### src/rtl/id_ex_stage_pkg.sv
// Shared widths, the ID/EX pipeline bundle and its bubble constant.
package id_ex_stage_pkg;

  localparam int DBITS               = 32;
  localparam int REG_INDEX_BIT_WIDTH = 4;
  localparam int OP_BITS             = 8;

  typedef struct packed {
    logic                           valid;
    logic [DBITS-1:0]               pc;
    logic [OP_BITS-1:0]             op;
    logic [DBITS-1:0]               imm;
    logic [DBITS-1:0]               rs1_data;
    logic [DBITS-1:0]               rs2_data;
    logic [REG_INDEX_BIT_WIDTH-1:0] rd;
    logic                           wrt_en;
    logic                           is_load;
  } id_ex_bundle_t;

  // All-zero control fields keep a bubble invisible to forwarding and hazard logic.
  localparam id_ex_bundle_t BUBBLE = '0;

  function automatic logic [31:0] sat_inc32(input logic [31:0] value);
    return (value == 32'hFFFF_FFFF) ? value : value + 32'd1;
  endfunction

endpackage

### src/rtl/id_ex_hazard.sv
// Load-use detection: a decode source reads the register a load in EX will write.
module id_ex_hazard #(
  parameter int REG_INDEX_BIT_WIDTH = id_ex_stage_pkg::REG_INDEX_BIT_WIDTH
) (
  input  logic                           in_valid,
  input  logic [REG_INDEX_BIT_WIDTH-1:0] in_rs1,
  input  logic [REG_INDEX_BIT_WIDTH-1:0] in_rs2,
  input  logic                           in_rs1_used,
  input  logic                           in_rs2_used,
  input  logic                           ex_valid,
  input  logic                           ex_is_load,
  input  logic                           ex_wrt_en,
  input  logic [REG_INDEX_BIT_WIDTH-1:0] ex_rd,
  output logic                           lu
);

  logic load_in_ex;
  logic rs1_hit;
  logic rs2_hit;

  // Index 0 is compared like any other register.
  always_comb begin
    load_in_ex = ex_valid & ex_is_load & ex_wrt_en;
    rs1_hit    = in_rs1_used & (in_rs1 == ex_rd);
    rs2_hit    = in_rs2_used & (in_rs2 == ex_rd);
    lu         = in_valid & load_in_ex & (rs1_hit | rs2_hit);
  end

endmodule

### src/rtl/id_ex_stage.sv
// ID/EX pipeline register with load-use interlock, branch flush and hold.
// Optional bubble counter enabled by defining ID_EX_PERF_EN.
module id_ex_stage
  import id_ex_stage_pkg::*;
#(
  parameter int DBITS               = id_ex_stage_pkg::DBITS,
  parameter int REG_INDEX_BIT_WIDTH = id_ex_stage_pkg::REG_INDEX_BIT_WIDTH,
  parameter int OP_BITS             = id_ex_stage_pkg::OP_BITS
) (
  input  logic                           clk,
  input  logic                           reset,
  input  logic                           in_valid,
  input  logic [DBITS-1:0]               in_pc,
  input  logic [DBITS-1:0]               in_imm,
  input  logic [OP_BITS-1:0]             in_op,
  input  logic [DBITS-1:0]               in_rs1_data,
  input  logic [DBITS-1:0]               in_rs2_data,
  input  logic [REG_INDEX_BIT_WIDTH-1:0] in_rs1,
  input  logic [REG_INDEX_BIT_WIDTH-1:0] in_rs2,
  input  logic [REG_INDEX_BIT_WIDTH-1:0] in_rd,
  input  logic                           in_rs1_used,
  input  logic                           in_rs2_used,
  input  logic                           in_wrt_en,
  input  logic                           in_is_load,
  input  logic                           flush,
  input  logic                           hold,
  output logic                           stall_out,
  output logic                           ex_valid,
  output logic                           ex_wrt_en,
  output logic                           ex_is_load,
  output logic [DBITS-1:0]               ex_pc,
  output logic [DBITS-1:0]               ex_imm,
  output logic [DBITS-1:0]               ex_rs1_data,
  output logic [DBITS-1:0]               ex_rs2_data,
  output logic [OP_BITS-1:0]             ex_op,
  output logic [REG_INDEX_BIT_WIDTH-1:0] ex_rd
`ifdef ID_EX_PERF_EN
  ,
  output logic [31:0]                    bubble_count
`endif
);

  id_ex_bundle_t ex_q;
  id_ex_bundle_t in_bundle;
  logic          pend_flush;
  logic          lu;
  logic          kill;

  id_ex_hazard #(
    .REG_INDEX_BIT_WIDTH(REG_INDEX_BIT_WIDTH)
  ) u_hazard (
    .in_valid    (in_valid),
    .in_rs1      (in_rs1),
    .in_rs2      (in_rs2),
    .in_rs1_used (in_rs1_used),
    .in_rs2_used (in_rs2_used),
    .ex_valid    (ex_q.valid),
    .ex_is_load  (ex_q.is_load),
    .ex_wrt_en   (ex_q.wrt_en),
    .ex_rd       (ex_q.rd),
    .lu          (lu)
  );

  // A flushed decode slot is discarded, so it never stalls.
  always_comb begin
    kill               = flush | pend_flush;
    stall_out          = hold | (lu & ~kill);
    in_bundle          = BUBBLE;
    in_bundle.valid    = in_valid;
    in_bundle.pc       = in_pc;
    in_bundle.op       = in_op;
    in_bundle.imm      = in_imm;
    in_bundle.rs1_data = in_rs1_data;
    in_bundle.rs2_data = in_rs2_data;
    in_bundle.rd       = in_rd;
    in_bundle.wrt_en   = in_wrt_en;
    in_bundle.is_load  = in_is_load;
  end

  // A flush seen while held is remembered and applied on the first released edge.
  always_ff @(posedge clk) begin
    if (reset) begin
      ex_q       <= BUBBLE;
      pend_flush <= 1'b0;
    end else if (hold) begin
      pend_flush <= pend_flush | flush;
    end else if (kill) begin
      ex_q       <= BUBBLE;
      pend_flush <= 1'b0;
    end else if (lu) begin
      ex_q       <= BUBBLE;
    end else begin
      ex_q       <= in_bundle;
    end
  end

`ifdef ID_EX_PERF_EN
  // Counts bubbles from flush or load-use; saturating.
  always_ff @(posedge clk) begin
    if (reset) begin
      bubble_count <= 32'd0;
    end else if (!hold && (kill || lu)) begin
      bubble_count <= sat_inc32(bubble_count);
    end else begin
      bubble_count <= bubble_count;
    end
  end
`endif

  assign ex_valid    = ex_q.valid;
  assign ex_wrt_en   = ex_q.wrt_en;
  assign ex_is_load  = ex_q.is_load;
  assign ex_pc       = ex_q.pc;
  assign ex_imm      = ex_q.imm;
  assign ex_rs1_data = ex_q.rs1_data;
  assign ex_rs2_data = ex_q.rs2_data;
  assign ex_op       = ex_q.op;
  assign ex_rd       = ex_q.rd;

endmodule

### config.mk
export PLATFORM = sky130hd
export DESIGN_NAME = id_ex_stage
export DESIGN_NICKNAME = d
export VERILOG_FILES = /design/src/rtl/id_ex_stage_pkg.sv /design/src/rtl/id_ex_hazard.sv /design/src/rtl/id_ex_stage.sv
export SDC_FILE = /design/constraint.sdc
export NUM_CORES = 1
export LEC_CHECK = 0
export BUFFER_PORTS_ARGS = -buffer_cell sky130_fd_sc_hd__buf_2
export CORE_MARGIN = 2
export CORE_UTILIZATION = 41
export DETAILED_ROUTE_END_ITERATION = 10
export PLACE_DENSITY_LB_ADDON = 0.12
export SKIP_CTS_REPAIR_TIMING = 1
export SLEW_MARGIN = 20
export SYNTH_ARGS = -nofsm -noshare
export SYNTH_HDL_FRONTEND = slang
export SYNTH_HIERARCHICAL = 1
export SYNTH_SLANG_ARGS = --single-unit
### constraint.sdc
create_clock -name clk -period 1.7 [get_ports clk]
set_input_delay 0.17 -clock clk [delete_from_list [all_inputs] [get_ports clk]]
set_output_delay 0.17 -clock clk [all_outputs]
set_load 0.03 [all_outputs]
Word level (Yosys, flattened, before mapping)
Cells that the tools add are included.
- reductions and logical operators: 1
- bitwise gates (word level): 11
- muxes and demuxes: 4
- equal/unequal tests: 2
- operators with widths (cell ; count):
    143-bit 2-to-1 mux ; 2
    4-bit equality test ; 2
    1-bit bitwise AND ; 7
    1-bit bitwise OR ; 3
    1-bit 2-to-1 mux ; 2
    2-bit nonzero test ; 1
    1-bit inverter ; 1
- output and inout bits: 144
- logic and storage cells: 28
- bits in registers: 144

Depth between registers and ports, before layout
- word-level depth: 6
- gate-level depth with buffers: 9
- mapped depth without buffers: 6

Hierarchy
The synthesis kept the hierarchy.
- modules (own cells, without submodules) (module ; cells an instance ; instances ; area an instance (µm²)):
    id_ex_stage ; 499 ; 1 ; 5686.7
    id_ex_hazard ; 14 ; 1 ; 105.1

Worst setup path after synthesis
Ideal clock, no wire load.
- path kind: flip-flop to flip-flop
- start: reg ex_q (netlist bit ex_rd[2])
- end: reg ex_q (netlist bit ex_imm[18])
- data arrival time: 1821 ps
- required time: 1583 ps
- period minus slack after synthesis: 1938 ps
- buffers on the path: 3
- slack: -238 ps
- library setup time: 117 ps
- stages on the path, launching flop included: 10
- cells stage by stage: dfxtp_1 xor2_1 nor4_1 nand3_1 nand2_1 buf_2 nor2_8 buf_6 buf_6 a32o_1
- cells in the longest elaborated chain, start to end: 6
- RTL lines (item ; RTL line ; source):
    from (decl) ; id_ex_stage.sv:43 ; id_ex_bundle_t ex_q;
    from (signal assigned) ; id_ex_stage.sv:93 ; ex_q <= in_bundle;
    4-bit equality test, on equally long branches ; id_ex_hazard.sv:24, id_ex_hazard.sv:25 ;
    1-bit bitwise AND, on equally long branches ; id_ex_hazard.sv:24, id_ex_hazard.sv:25 ;
    1-bit bitwise OR * ; id_ex_hazard.sv:26 ; lu = in_valid & load_in_ex & (rs1_hit | rs2_hit);
    1-bit bitwise AND * ; id_ex_hazard.sv:26 ;
    named net lu ; id_ex_stage.sv:46 ; logic lu;
    143-bit 2-to-1 mux * ; id_ex_stage.sv:90 ; end else if (lu) begin
    143-bit 2-to-1 mux * ; id_ex_stage.sv:87 ; end else if (kill) begin
The timed path passes the listed nets; every way through them passes the cells marked *.
A chain may end at the register's enable or synchronous reset.

Worst setup path after layout
- start: reg ex_q (netlist bit ex_rd[3])
- end: out stall_out
- cells in the longest elaborated chain, start to end: 6
- RTL lines (item ; RTL line ; source):
    4-bit equality test, on equally long branches ; id_ex_hazard.sv:24, id_ex_hazard.sv:25 ;
    1-bit bitwise AND, on equally long branches ; id_ex_hazard.sv:24, id_ex_hazard.sv:25 ;
    1-bit bitwise OR * ; id_ex_hazard.sv:26 ;
    1-bit bitwise AND * ; id_ex_hazard.sv:26 ;
    named net lu ; id_ex_stage.sv:46 ;
    1-bit bitwise AND * ; id_ex_stage.sv:67 ; stall_out = hold | (lu & ~kill);
    1-bit bitwise OR * ; id_ex_stage.sv:67 ;
    to (decl) ; id_ex_stage.sv:27 ; output logic stall_out,
Marked as above.

==> impl_metrics.tcl <==
set metrics [dict create \
    status "complete, but fails checks" \
    violations "setup timing" \
    layout-drive-gt1-share_pct 46.47 \
    ys_async_sr_fraction_pct 0 \
    start_kind "flip-flop" \
    drtAntennaViolNets 0 \
    antenna_cells 0 \
    layout.nets 968 \
    p_per_area_mw_per_mm2 1020 \
    finalMaxSlewViolations 0 \
    grt_max_degree 82 \
    whs_ns 0.1252 \
    syn_area_mm2 0.005792 \
    netlist_instances 513 \
    final-seq-area_mm2 0.002898 \
    io_pins 301 \
    path_cells "xor2_2 -> nor4_2 -> nand3_1 -> nand2_2 -> buf_6 -> a21o_1 -> buf_6" \
    finalWirelength_um 17910 \
    crit_top_cell "buf_6" \
    critPathTopFamily "simple AND/OR/NAND/NOR gates" \
    synth.avg_cell_area_um2 11.29 \
    die_width_um 122.9 \
    maxCapViolCount 0 \
    ys_top_cells_by_area "dfxtp_1 50%, a32o_1 24%, nor2b_1 15%, buf_6 3.3%, buf_2 3.0%" \
    dp_hpwl_um 11770 \
    drt_iter0_drc 309 \
    pwr-share-seq_pct 41.7 \
    start_util_pct 41.89 \
    clock_latency_ns 0.41 \
    die_area_mm2 0.01509 \
    drt-wirelength-per-cell_um 17.87 \
    synthFlopType "dfxtp_1" \
    h-tree-depth 4 \
    num_vias 5374 \
    slew-limit-headroom_pct 63.01 \
    critPathCaptureType "output pin" \
    clock-sinks 144 \
    synthDistinctLibCells 19 \
    synth_nets 670 \
    n_fill_cell 1170 \
    antenna_found_initial 0 \
    crit_slowest_cell "dfxtp_4" \
    finClkSkew_ns 0.004644 \
    fin_ws_ns -0.2770 \
    grt_overflow_total 0 \
    reg2reg_slack_ns -0.18 \
    std_cell_rows 43 \
    hold_violations 0 \
    synth_top_area_share_pct 49.77 \
    critPathMaxFanout 4 \
    yosysMostFrequentCell "dfxtp_1" \
    rsz0062_at_grt "yes" \
    io_buffers 300 \
    synth_area_leader_cell "dfxtp_1" \
    min_path_type "input port to flip-flop" \
    p_leak_nw 3.852 \
    setup_viol_count_final 137 \
    first_global_vias 5093 \
    worstSetupPathType "flip-flop to output pin" \
    power_frac_comb_pct 14.7 \
    cts_buffers 17 \
    drc_errors 0 \
    clockBufferDepth 2 \
    pwr-share-clk_pct 43.6 \
    tightest_slew_ns 0.5535 \
    firstDrtPassIters 4 \
    fp.dieH_um 122.9 \
    final_cells 1002 \
    synth-seq-area-share_pct 49.77 \
    cts_tree "yes" \
    internal_power_mw 6.455 \
    critPathRequiredTime_ns 1.53 \
    multi_input_area_mm2 0.002565 \
    gp_congestion 0.8589 \
    worstPathArrival_ns 1.81 \
    swShare_pct 24.66 \
    max_stage_delay_ns 0.35 \
    max_freq_ghz 0.5058 \
    path_clk_slew_ns 0.06 \
    grt_pass1_wl_um 25110 \
    track_usage_pct 21.43 \
    core_area_mm2 0.01383 \
    yosys_register_bits 144 \
    via_per_inst 5.363 \
    power_switching_mw 2.113 \
    layout_worst_path_cycle_share_pct 116.3 \
    irDropWorstVdd_uv 651.6 \
    cts-root-buf "clkbuf_16" \
    fin_crit_ns 1.977 \
    path_buf_inv 2 \
    synthTopCellsByCount "144 x dfxtp_1, 137 x nor2b_1, 136 x a32o_1" \
    dpl.cell_count 956 \
    synth_edf_count 0 \
    power_mw 8.568 \
    yosysWarnings 6 \
    area_growth_pct 45.02 \
]
[power by group through the flow]
stage / Clock, mW / Sequential (mW) / Combinational (mW)
6_report: 3.74 / 3.57 / 1.26
2_1_floorplan: 0 / 3.89 / 0.497
3_3_place_gp: 0 / 3.63 / 1.15
5_1_grt: 3.96 / 3.59 / 1.35
4_1_cts: 3.82 / 3.57 / 1.18
3_5_place_dp: 0 / 3.64 / 1.17
[path summary, 6_finish.rpt]
kind / startpoint / cells past startpoint / end
setup / recovery: ex_rd[3]$_SDFFE_PP0N_ / 7 / stall_out
hold reg to reg: ex_rs2_data[0]$_SDFFE_PP0N_ / 1 / ex_rs2_data[0]$_SDFFE_PP0N_
setup reg to reg: ex_rd[0]$_SDFFE_PP0N_ / 8 / ex_pc[3]$_SDFFE_PP0N_
hold / removal: in_rs2_data[19] / 3 / ex_rs2_data[19]$_SDFFE_PP0N_
[cells by family after synthesis]
logic type | after synthesis | share of synthesized area [%]
buffers and inverters | 63 | 7.107
and+or+nand+nor | 154 | 17.22
xor gates and xnor gates | 8 | 1.210
DFF | 144 | 49.77
AOI/OAI and AO/OA | 144 | 24.69
[registers in the layout, summed over array words and instances (netlist names)]
signal and flops:
ex_imm 32, ex_pc 32, ex_rs1_data 32, ex_rs2_data 32, ex_op 8, ex_rd 4, ex_is_load 1, ex_valid 1
ex_wrt_en 1, pend_flush 1
[metrics by stage]
| step | utilization (%) | area, um2 | setup slack, ns | setup TNS (ns) |
|---|---|---|---|---|
| floorplan | - | 5813 | -0.02091 | -0.8366 |
| global placement | 53.88 | 7450 | -0.08787 | -9.740 |
| detailed placement | 53.88 | 7450 | -0.1335 | -15.37 |
| CTS | 58.13 | 8038 | -0.5708 | -16.97 |
| global route | 60.75 | 8399 | -0.3957 | -34.42 |
| finish | 60.75 | 8399 | -0.2770 | -19.70 |
[per-layer routing]
metal	track usage [%]	wire length, um	part of all wire, %	vias to the layer above
met2	35.91	8875	50	235
met1	23.98	6999	39	2577
met4	10.42	361	2.0	0
met3	7.853	1672	9.3	22
met5	0	0	0	-
li1	-	-	-	2540
[layout make-up]
class	instances	share of cell area, %
sequential	144	34.50
multi-input combinational	307	30.54
clock inverter	6	1.251
timing repair buffer	341	25.28
clock buffer	24	5.750
tap	180	2.681
[layout by cell type, fill, tap and decap left out, types with 6 or more instances in the layout]
master	count
buf_2	298
a22o_1	6
buf_4	17
buf_6	7
dfxtp_1	140
clkbuf_16	27
buf_12	10
nor2b_1	137
a32o_1	136
[tightest hold or removal path, stage by stage]
cell     delay [ns]
buf_2          0.07
nor2b_1        0.11
a32o_1         0.15
Note: power is estimated with default switching activity, not from simulation.
